--- config.mk ---
export PLATFORM = sky130hd
export DESIGN_NAME = multicycle_control
export DESIGN_NICKNAME = d
export VERILOG_FILES = /design/src/rtl/cpu_pkg.sv /design/src/rtl/mem_wait_timer.sv /design/src/rtl/multicycle_control.sv
export SDC_FILE = /design/constraint.sdc
export NUM_CORES = 1
export LEC_CHECK = 0
export ABC_AREA = 1
export ABC_CLOCK_PERIOD_IN_PS = 4960
export CAP_MARGIN = 20
export CORE_AREA = 10 10 57 59
export DETAILED_ROUTE_END_ITERATION = 8
export DIE_AREA = 0 0 67 69
export PLACE_DENSITY_LB_ADDON = 0.1
export SYNTH_ARGS = -nofsm -noshare
export SYNTH_HDL_FRONTEND = slang
export SYNTH_SLANG_ARGS = --single-unit
--- constraint.sdc ---
create_clock -name clk -period 4.96 [get_ports clk]
set_clock_uncertainty 0.2 [all_clocks]
set_input_delay 0.992 -clock clk [delete_from_list [all_inputs] [get_ports clk]]
set_output_delay 0.992 -clock clk [all_outputs]
set_load 0.005 [all_outputs]
--- src/rtl/cpu_pkg.sv ---
// Shared types and encodings for the multi-cycle MIPS-subset control path.
// Holds the FSM state enum, opcode constants, datapath mux encodings and the opcode decoder.
package cpu_pkg;

   typedef enum logic [2:0] {
      S_FETCH  = 3'd0,
      S_DECODE = 3'd1,
      S_EXEC   = 3'd2,
      S_MEM    = 3'd3,
      S_WB     = 3'd4,
      S_HALT   = 3'd5
   } state_t;

   localparam logic [5:0] OP_RTYPE = 6'h00;
   localparam logic [5:0] OP_LW    = 6'h23;
   localparam logic [5:0] OP_SW    = 6'h2B;
   localparam logic [5:0] OP_BEQ   = 6'h04;
   localparam logic [5:0] OP_J     = 6'h02;
   localparam logic [5:0] OP_JAL   = 6'h03;
   localparam logic [5:0] OP_ADDI  = 6'h08;

   localparam logic [2:0] ALU_ADD   = 3'd0;
   localparam logic [2:0] ALU_SUB   = 3'd1;
   localparam logic [2:0] ALU_ADDI  = 3'd2;
   localparam logic [2:0] ALU_SUBI  = 3'd3;
   localparam logic [2:0] ALU_FUNCT = 3'd4;

   localparam logic [1:0] DST_RT = 2'd0;
   localparam logic [1:0] DST_RD = 2'd1;
   localparam logic [1:0] DST_RA = 2'd2;

   localparam logic [1:0] M2R_ALU = 2'd0;
   localparam logic [1:0] M2R_MDR = 2'd1;
   localparam logic [1:0] M2R_PC4 = 2'd2;

   localparam logic [1:0] PC_SEQ    = 2'd0;
   localparam logic [1:0] PC_BRANCH = 2'd1;
   localparam logic [1:0] PC_JUMP   = 2'd2;
   localparam logic [1:0] PC_RS     = 2'd3;

   typedef struct packed {
      logic rtype;
      logic jr;
      logic lw;
      logic sw;
      logic beq;
      logic j;
      logic jal;
      logic addi;
      logic subi;
      logic legal;
   } decode_t;

   // subi and jr codes are parameters of the control block, so they are passed in.
   function automatic decode_t decode_op(input logic [5:0] op, input logic [5:0] fn,
                                         input logic [5:0] subi_op, input logic [5:0] jr_funct);
      decode_t d;
      d       = '0;
      d.rtype = (op == OP_RTYPE) && (fn != jr_funct);
      d.jr    = (op == OP_RTYPE) && (fn == jr_funct);
      d.lw    = (op == OP_LW);
      d.sw    = (op == OP_SW);
      d.beq   = (op == OP_BEQ);
      d.j     = (op == OP_J);
      d.jal   = (op == OP_JAL);
      d.addi  = (op == OP_ADDI);
      d.subi  = (op == subi_op);
      d.legal = d.rtype | d.jr | d.lw | d.sw | d.beq | d.j | d.jal | d.addi | d.subi;
      return d;
   endfunction

endpackage

--- src/rtl/mem_wait_timer.sv ---
// Counts cycles spent waiting on mem_ready within one FSM state.
// expired is a pure compare on the registered count, so it never depends on mem_ready.
module mem_wait_timer #(
   parameter int TIMEOUT_CYC = 15
) (
   input  logic clk,
   input  logic rst_n,
   input  logic clear,
   input  logic count_en,
   output logic idle,
   output logic expired
);

   localparam int CNT_W = (TIMEOUT_CYC < 1) ? 1 : $clog2(TIMEOUT_CYC + 1);

   logic [CNT_W-1:0] count;

   always_ff @(posedge clk or negedge rst_n) begin
      if (!rst_n) begin
         count <= '0;
      end else if (clear) begin
         count <= '0;
      end else if (count_en && !expired) begin
         count <= count + CNT_W'(1);
      end
   end

   assign expired = (count == CNT_W'(TIMEOUT_CYC));
   assign idle    = (count == '0);

endmodule

--- src/rtl/multicycle_control.sv ---
// Multi-cycle control FSM for the MIPS-subset CPU: FETCH/DECODE/EXEC/MEM/WB with memory
// handshake, jal/jr linkage, illegal-opcode trap and a mem_ready watchdog that halts the core.
module multicycle_control
   import cpu_pkg::*;
#(
   parameter int         ALUOP_W     = 3,
   parameter int         TIMEOUT_CYC = 15,
   parameter logic [5:0] SUBI_OP     = 6'h09,
   parameter logic [5:0] JR_FUNCT    = 6'h08
) (
   input  logic               clk,
   input  logic               rst_n,
   input  logic [5:0]         opcode,
   input  logic [5:0]         funct,
   input  logic               zero,
   input  logic               mem_ready,
   output logic               pc_write,
   output logic               ir_write,
   output logic               mem_read,
   output logic               mem_write,
   output logic               i_or_d,
   output logic               reg_write,
   output logic [1:0]         reg_dst,
   output logic [1:0]         mem_to_reg,
   output logic               alu_src,
   output logic [ALUOP_W-1:0] alu_op,
   output logic [1:0]         pc_src,
   output logic               illegal,
   output logic               timeout,
   output logic               busy
);

   state_t  state;
   state_t  state_next;
   decode_t dec;
   logic    wait_idle;
   logic    wait_expired;
   logic    wait_cnt_en;
   logic    illegal_set;
   logic    timeout_set;
   logic    illegal_q;
   logic    timeout_q;

   assign dec         = decode_op(opcode, funct, SUBI_OP, JR_FUNCT);
   assign wait_cnt_en = ((state == S_FETCH) || (state == S_MEM)) && !mem_ready;

   mem_wait_timer #(
      .TIMEOUT_CYC(TIMEOUT_CYC)
   ) u_mem_wait_timer (
      .clk     (clk),
      .rst_n   (rst_n),
      .clear   (state_next != state),
      .count_en(wait_cnt_en),
      .idle    (wait_idle),
      .expired (wait_expired)
   );

   always_ff @(posedge clk or negedge rst_n) begin
      if (!rst_n) begin
         state     <= S_FETCH;
         illegal_q <= 1'b0;
         timeout_q <= 1'b0;
      end else begin
         state     <= state_next;
         illegal_q <= illegal_q | illegal_set;
         timeout_q <= timeout_q | timeout_set;
      end
   end

   // mem_ready is checked before the watchdog so a completing transfer always wins.
   always_comb begin
      state_next  = state;
      illegal_set = 1'b0;
      timeout_set = 1'b0;
      case (state)
         S_FETCH: begin
            if (mem_ready) begin
               state_next = S_DECODE;
            end else if (wait_expired) begin
               state_next  = S_HALT;
               timeout_set = 1'b1;
            end
         end
         S_DECODE: begin
            if (!dec.legal) begin
               state_next  = S_HALT;
               illegal_set = 1'b1;
            end else if (dec.j || dec.jal || dec.jr) begin
               state_next = S_FETCH;
            end else begin
               state_next = S_EXEC;
            end
         end
         S_EXEC: begin
            if (dec.lw || dec.sw) begin
               state_next = S_MEM;
            end else if (dec.rtype || dec.addi || dec.subi) begin
               state_next = S_WB;
            end else begin
               state_next = S_FETCH;
            end
         end
         S_MEM: begin
            if (mem_ready) begin
               state_next = dec.sw ? S_FETCH : S_WB;
            end else if (wait_expired) begin
               state_next  = S_HALT;
               timeout_set = 1'b1;
            end
         end
         S_WB:    state_next = S_FETCH;
         S_HALT:  state_next = S_HALT;
         default: state_next = S_HALT;
      endcase
   end

   always_comb begin
      pc_write   = 1'b0;
      ir_write   = 1'b0;
      mem_read   = 1'b0;
      mem_write  = 1'b0;
      i_or_d     = 1'b0;
      reg_write  = 1'b0;
      reg_dst    = DST_RT;
      mem_to_reg = M2R_ALU;
      alu_src    = 1'b0;
      alu_op     = ALUOP_W'(ALU_ADD);
      pc_src     = PC_SEQ;
      busy       = 1'b1;
      case (state)
         S_FETCH: begin
            mem_read = 1'b1;
            ir_write = mem_ready;
            pc_write = mem_ready;
            busy     = !wait_idle;
         end
         S_DECODE: begin
            if (dec.j) begin
               pc_write = 1'b1;
               pc_src   = PC_JUMP;
            end else if (dec.jal) begin
               pc_write   = 1'b1;
               pc_src     = PC_JUMP;
               reg_write  = 1'b1;
               reg_dst    = DST_RA;
               mem_to_reg = M2R_PC4;
            end else if (dec.jr) begin
               pc_write = 1'b1;
               pc_src   = PC_RS;
            end
         end
         S_EXEC: begin
            if (dec.lw || dec.sw) begin
               alu_src = 1'b1;
               alu_op  = ALUOP_W'(ALU_ADD);
            end else if (dec.beq) begin
               alu_op   = ALUOP_W'(ALU_SUB);
               pc_src   = PC_BRANCH;
               pc_write = zero;
            end else if (dec.rtype) begin
               alu_op = ALUOP_W'(ALU_FUNCT);
            end else if (dec.addi) begin
               alu_src = 1'b1;
               alu_op  = ALUOP_W'(ALU_ADDI);
            end else if (dec.subi) begin
               alu_src = 1'b1;
               alu_op  = ALUOP_W'(ALU_SUBI);
            end
         end
         S_MEM: begin
            i_or_d    = 1'b1;
            mem_read  = dec.lw;
            mem_write = dec.sw;
         end
         S_WB: begin
            reg_write = 1'b1;
            if (dec.lw) begin
               reg_dst    = DST_RT;
               mem_to_reg = M2R_MDR;
            end else if (dec.rtype) begin
               reg_dst    = DST_RD;
               mem_to_reg = M2R_ALU;
            end
         end
         default: ;
      endcase
      // Asynchronous reset silences every strobe at once, even mid-instruction.
      if (!rst_n) begin
         pc_write   = 1'b0;
         ir_write   = 1'b0;
         mem_read   = 1'b0;
         mem_write  = 1'b0;
         i_or_d     = 1'b0;
         reg_write  = 1'b0;
         reg_dst    = DST_RT;
         mem_to_reg = M2R_ALU;
         alu_src    = 1'b0;
         alu_op     = '0;
         pc_src     = PC_SEQ;
         busy       = 1'b0;
      end
   end

   assign illegal = illegal_q;
   assign timeout = timeout_q;

endmodule

==> impl_results.md, run 1 <==
- Post-synthesis net count: 170
- Post-synthesis cell type count: 27
- Final Setup Violations: 0
- First-pass GRT wire length: 4650 um
- Wire length per cell: 12.9 um
- Worst Tran Pin Value: 0.325 ns
- Post_cts resized: 0
- Gate power share: 19.2%
- Max_cap viols: 0
- Routed wire length: 2810 um
- Total die area: 0.00462 mm^2
- Final Cycle Share: 83.7%
- Post-route minimum period: 4.15 ns
- Clk network pwr share: 34.0%
- Final ANT Viol Nets: 0
- Flop pwr share: 46.8%
- Filler cells: 216
- Starting density of the core: 43.8%
- Via count: 1,065
- Hold path start: timeout
- GR Util All Layers: 12.1%
- Yosys warns: 0
- Synth Area in Compound Gates: 7.98%
- Placed Cells: 214
- Slew Limit Fails: 0
- Pin count of the biggest net entering global routing: 14
- P_sw: 0.0378 mW
- Largest family of logic cells by synthesized area: simple AND/OR/NAND/NOR gates
- Post-CTS Setup Inserts: 0
- Pwr/cell area: 117 mW/mm^2
- Worst setup EP type: primary output
- Pint: 0.119 mW
- Xor/xnor share of the synthesized area: 2.79%
- Worst-case vdd ir drop: 124 uV
- Share of cells above drive strength 1: 14.7%
- Most common cell after layout, fill and taps aside: clkdlybuf4s50_1
- Num Clock Sinks: 9
- Mux contribution to synthesized area: 0%
- Total CTS buffers: 3
- Maximum net fanout on the critical path: 7
- Final TNS setup: 0 ns
- Seq/Total Area, Yosys: 23.9%
- Grt total ovfl: 0
- Hold violation count in the final report: 0
- Residual DRC: 0
- Syn Area/Cell: 6.19 um^2
- Final core occ: 62.5%
- Root Driver: clkbuf_4
- Worst-Skew Late Latency: 0.25 ns
- Critical path startpoint: opcode[4]
- Crit Path Class: in2out
- Headroom to the max-slew limit: 78.1%
- Rows: 17
- Die Wd: 67 um
- Status: complete, no violations
- Input/output buffers: 34
- Cts hold-fix bufs: 0
- Synthesized area: 941 um^2
- Most frequent cells in the layout: clkdlybuf4s50_1, inv_1, nand2_1, nor2_1, nand3_1
- Worst min-delay path class: reg2reg
- I/O pins: 35
- CTS clk-pin slew, worst paths: 0.05 ns
- Place WS: 0.852 ns
- Vias in the first global route: 1,085
- Final nets: 209
- HPWL after detailed placement: 2390 um
- Crit path DAT: 2.96 ns
- Final cell count without fillers: 218
- Max Freq: 241 MHz
- Core Box Area: 0.00215 mm^2
- Net Sw Frac: 24.1%
- Initial antenna violation count: 0
- Worst reg2reg startpoint: state[2]
- Leakage: 0.631 nW
- Ant diodes: 0
- Vias/cell: 4.89
- Die height: 69 um
- Drt first-iter violations: 73
- Htree depth: 1
- CP required: 3.77 ns
- First-pass DRT Iterations: 4
- RSZ-0062 raised after global routing: no
- #FFs+latches synth: 9
- CP startpoint kind: input port
- GPL Wtd Cong: 0.856
- CTS tree: done
- Synth Area in Simple Gates: 49.5%
- Adder-cell share of the synthesized area: 2.66%
- Synthesized instance count: 152
- Synth-to-Final Area Change: 42.7%
- Post-layout total power: 0.157 mW
- Worst-case clock buffer depth: 2
- PnR worst setup slack: 0.807 ns
## worst paths after layout
check,slack [ns],depth (start not counted),end
worst max-delay path,0.81,9,pc_write
worst min-delay path,0.28,1,timeout
worst max register to register,3.17,9,u_mem_wait_timer.count[2]
worst min register to register,0.28,1,timeout
max in group asynchronous,3.56,2,timeout
min in group asynchronous,0.84,2,state[2]
## flip-flops by register name, indices dropped and copies added, names as in the netlist
register,cells
illegal,1
state,3
timeout,1
u_mem_wait_timer.count,4
## power by group through the flow
stage                     combinational (mW)  sequential [mW]  clock [mW]
after floorplan                       0.0101           0.0748           0
after global placement                0.0292           0.0748           0
after detailed placement              0.0297           0.0748           0
after CTS                             0.0299           0.0734      0.0569
after global routing                  0.0330           0.0734      0.0600
final                                 0.0301           0.0735      0.0534
## critical path, cell delays in order
cell	delay, ns
clkdlybuf4s50_1	0.49
nor2_4	0.22
nand3_1	0.13
nor2_1	0.21
a31oi_1	0.10
nor2_1	0.11
nor2_1	0.05
a21oi_1	0.13
clkdlybuf4s50_1	0.52
## synthesized netlist by cell type
cell type	count	area share (%)
a211oi_1	1	0.80
a21oi_1	3	1.6
a21oi_2	1	0.93
a31o_2	1	0.93
a31oi_1	2	1.3
and3_1	1	0.67
buf_4	1	0.80
dfrtp_1	9	24
ha_1	2	2.7
inv_1	28	11
inv_2	3	1.2
nand2_1	27	11
nand2_2	5	3.3
nand2_4	1	1.2
nand3_1	13	6.9
nand3_2	2	2.1
nand4_1	3	2.0
nand4_2	1	1.3
nor2_1	27	11
nor2_2	7	4.7
nor2_4	2	2.4
nor3_1	3	1.6
nor3_2	1	1.1
nor4_1	1	0.67
o21ai_0	3	1.6
o21bai_1	1	0.80
xor2_1	3	2.8
## cell type report
cell class / instances / area (um^2) / area share (%)
timing repair buffer: 35 / 348 / 25.9
inverter: 31 / 116 / 8.67
sequential: 9 / 225 / 16.8
tap: 28 / 35.0 / 2.61
clock buffer: 4 / 26.3 / 1.96
multi-input combinational: 111 / 592 / 44.1
## routing by layer
layer | global-route usage [%] | vias to the layer above | routed length, um | part of all wire [%]
met5 | 0 | - | 0 | 0
met4 | 4.75 | 0 | 18 | 0.64
met3 | 2.90 | 4 | 201 | 7.2
met2 | 20.8 | 35 | 1430 | 51
met1 | 13.5 | 473 | 1150 | 41
li1 | - | 553 | - | -
## cell families after synthesis
logic type | after synthesis
simple gates | 94
fa+ha+maj | 2
xor+xnor | 3
flops | 9
compound gates | 12
buf+inv | 32
## per-stage QoR
step | hold WS (ns) | area [um^2]
final | 0.277 | 1340
after global routing | 0.322 | 1340
after CTS | 0.281 | 1340
after detailed placement | 0.261 | 1320
after global placement | 0.248 | 1320
after floorplan | 0.258 | 941
Note: power is estimated with default switching activity, not from simulation.
==> inputs of run 2 (changes only) <==
--- a/config.mk
+++ b/config.mk
@@ -6,11 +6,11 @@
 export NUM_CORES = 1
 export LEC_CHECK = 0
 export ABC_AREA = 1
-export ABC_CLOCK_PERIOD_IN_PS = 4960
+export ABC_CLOCK_PERIOD_IN_PS = 4300
 export CAP_MARGIN = 20
-export CORE_AREA = 10 10 57 59
+export CORE_AREA = 10 10 58 60
 export DETAILED_ROUTE_END_ITERATION = 8
-export DIE_AREA = 0 0 67 69
+export DIE_AREA = 0 0 68 70
 export PLACE_DENSITY_LB_ADDON = 0.1
 export SYNTH_ARGS = -nofsm -noshare
 export SYNTH_HDL_FRONTEND = slang
==> constraint.sdc (replaced) <==
create_clock -name clk -period 4.3 [get_ports clk]
set_clock_uncertainty 0.2 [all_clocks]
set_input_delay 0.86 -clock clk [delete_from_list [all_inputs] [get_ports clk]]
set_output_delay 0.86 -clock clk [all_outputs]
set_load 0.005 [all_outputs]
==> run 2 against run 1 <==
Compared with the run above: sequential share of layout area hardly changed; global-route usage hardly changed; total power is 16% higher; sequential power is 15% higher; critical path type unchanged; critical endpoint unchanged.
==> impl_results.md, run 2 (synthesis results as in run 1) <==
- Status: complete, no violations
- Worst Reg-to-Reg Cells: 12 (+3)
- Die Wd: 68 um (+1.5%)
- Root Driver: clkbuf_4
- Share of cells above drive strength 1: 14.7% (unchanged)
- Starting density of the core: 40.2% (-3.6 points)
- Final nets: 209 (unchanged)
- Final Cycle Share: 88.7%
- Uppermost layer routed: met4
- Num Clock Sinks: 9 (unchanged)
- Maximum net fanout on the critical path: 7 (unchanged)
- CP peak stage delay: 0.52 ns (about the same)
- Total die area: 0.00476 mm^2 (+3.0%)
- M1 WL: 1150 um (-0.52%)
- Placed Cells: 216 (+0.93%)
- RSZ-0062 raised after global routing: no
- Critical path startpoint: opcode[4]
- Max_cap viols: 0 (unchanged)
- Routed wire length: 2820 um (+0.53%)
- Crit path DAT: 2.75 ns (-0.21 ns)
- Input/output buffers: 34 (unchanged)
- CP startpoint kind: input port
- Initial antenna violation count: 0 (unchanged)
- First-pass DRT Iterations: 4 (unchanged)
- Worst path cell trace: clkdlybuf4s50_1 > nor2_4 > nand3_1 > nor2_1 > a31oi_1 > nor2_1 > nor2_1 > a21oi_1 > clkdlybuf4s50_1
- I/O pins: 35 (unchanged)
- RR Endpoint: u_mem_wait_timer.count[2]
- Rows: 18 (+1)
- Flop-to-flop setup slack: 2.49 ns (-0.68 ns)
- Leakage: 0.631 nW (unchanged)
- Worst-case vdd ir drop: 145 uV (+17%)
- Post-place instance area: 0.00132 mm^2 (+0.19%)
- GPL Wtd Cong: 0.850 (-0.62%)
- Worst setup EP type: primary output
- Post-CTS Setup Inserts: 0 (unchanged)
- Most common cell after layout, fill and taps aside: clkdlybuf4s50_1
- First-pass GRT wire length: 4710 um (+1.3%)
- Vias in the first global route: 1,080 (-0.46%)
- Hold-critical path depth: 2 (+1)
- Core Box Area: 0.00234 mm^2 (+9.0%)
- Final TNS setup: 0 ns (unchanged)
- Drt first-iter violations: 63 (-14%)
- Worst Tran Pin Value: 0.298 ns (-0.0278 ns)
- Hold_ws: 0.277 ns (-0.000128 ns)
- Worst min-delay path class: reg2reg
- Total CTS buffers: 3 (unchanged)
- Biggest register: u_mem_wait_timer.count
- Largest register FFs: 4 (unchanged)
- Slew Limit Fails: 0 (unchanged)
- Hold violation count in the final report: 0 (unchanged)
- Max Freq: 262 MHz
- Post_cts resized: 0 (unchanged)
- Final Setup Violations: 0 (unchanged)
- Pwr/cell area: 135 mW/mm^2 (+16%)
- Met3 Routed Length: 212 um (+5.5%)
- Most frequent cells in the layout: clkdlybuf4s50_1, inv_1, nand2_1, nor2_1, nand3_1
- Residual DRC: 0 (unchanged)
- Worst path depth: 9 (unchanged)
- Worst-Skew Late Latency: 0.25 ns (about the same)
- CTS tree: done
- Post-route minimum period: 3.81 ns
- Via count: 1,048 (-1.6%)
- Crit Path Class: in2out
- Slowest CP cell: clkdlybuf4s50_1
- Headroom to the max-slew limit: 79.9% (+1.9 points)
- Cts hold-fix bufs: 0 (unchanged)
- CP bufs+invs: 2 (unchanged)
- HPWL after detailed placement: 2390 um (+0.35%)
- Vias/cell: 4.76 (-2.5%)
- Worst-case clock buffer depth: 2 (unchanged)
- Final cell count without fillers: 220 (+0.92%)
- Grt total ovfl: 0 (unchanged)
- Pin count of the biggest net entering global routing: 12 (-2)
- Worst reg2reg startpoint: u_mem_wait_timer.count[0]
- GR Util All Layers: 12.1% (+0.047 points)
- WL met2: 1420 um (-1.1%)
- Biggest regs: u_mem_wait_timer.count (4), state (3)
- CTS clk-pin slew, worst paths: 0.06 ns (about the same)
- Final core occ: 57.4% (-5.1 points)
- Design Area, Final: 0.00135 mm^2 (+0.19%)
- Die height: 70 um (+1.4%)
- Htree depth: 1 (unchanged)
- Final ANT Viol Nets: 0 (unchanged)
- Most common cell on crit path: nor2_1
- CP required: 3.24 ns (-0.53 ns)
- Worst setup path endpoint: pc_write
- Wire length per cell: 12.8 um (-0.38%)
- Ant diodes: 0 (unchanged)
- CP top delay family: buffers and inverters
- Synth-to-Final Area Change: 43.0%
run 2: area by class of cell:
type	instances	area [um^2]
Inverter	31	116
Tap cell	30	37.5
Clock buffer	4	26.3
Multi-Input combinational cell	111	592
Timing Repair Buffer	35	348
Sequential cell	9	225
Fill cell	237	997
run 2: worst min-delay path, delay by kind of cell, from the launching register on:
| kind | cells | cell delay, ns |
|---|---|---|
| flops | 1 | 0.35 |
| buf+inv | 1 | 0.04 |
| simple gates | 1 | 0.05 |
run 2: power by group:
part | switching, mW | internal [mW]
clock network | 0.0271 | 0.0356
logic | 0.0174 | 0.0171
registers | 0 | 0.0847
run 2: through the flow:
step	worst slack [ns]	total power [mW]
after global routing	0.335	0.192
final	0.486	0.182
after floorplan	1.62	0.0980
after global placement	0.547	0.120
after detailed placement	0.503	0.121
after CTS	0.497	0.186
run 2: how the worst min path moves through the flow:
stage	start	endpoint
final	illegal	illegal
after detailed placement	illegal	illegal
after global placement	illegal	illegal
after global routing	timeout	timeout
after floorplan	illegal	illegal
after CTS	illegal	illegal
run 2: per-layer routing:
metal	global-route usage (%)	up-vias
li1	-	552
met1	12.8	454
met2	21.5	38
met3	2.39	4
met4	5.82	0
met5	0	-
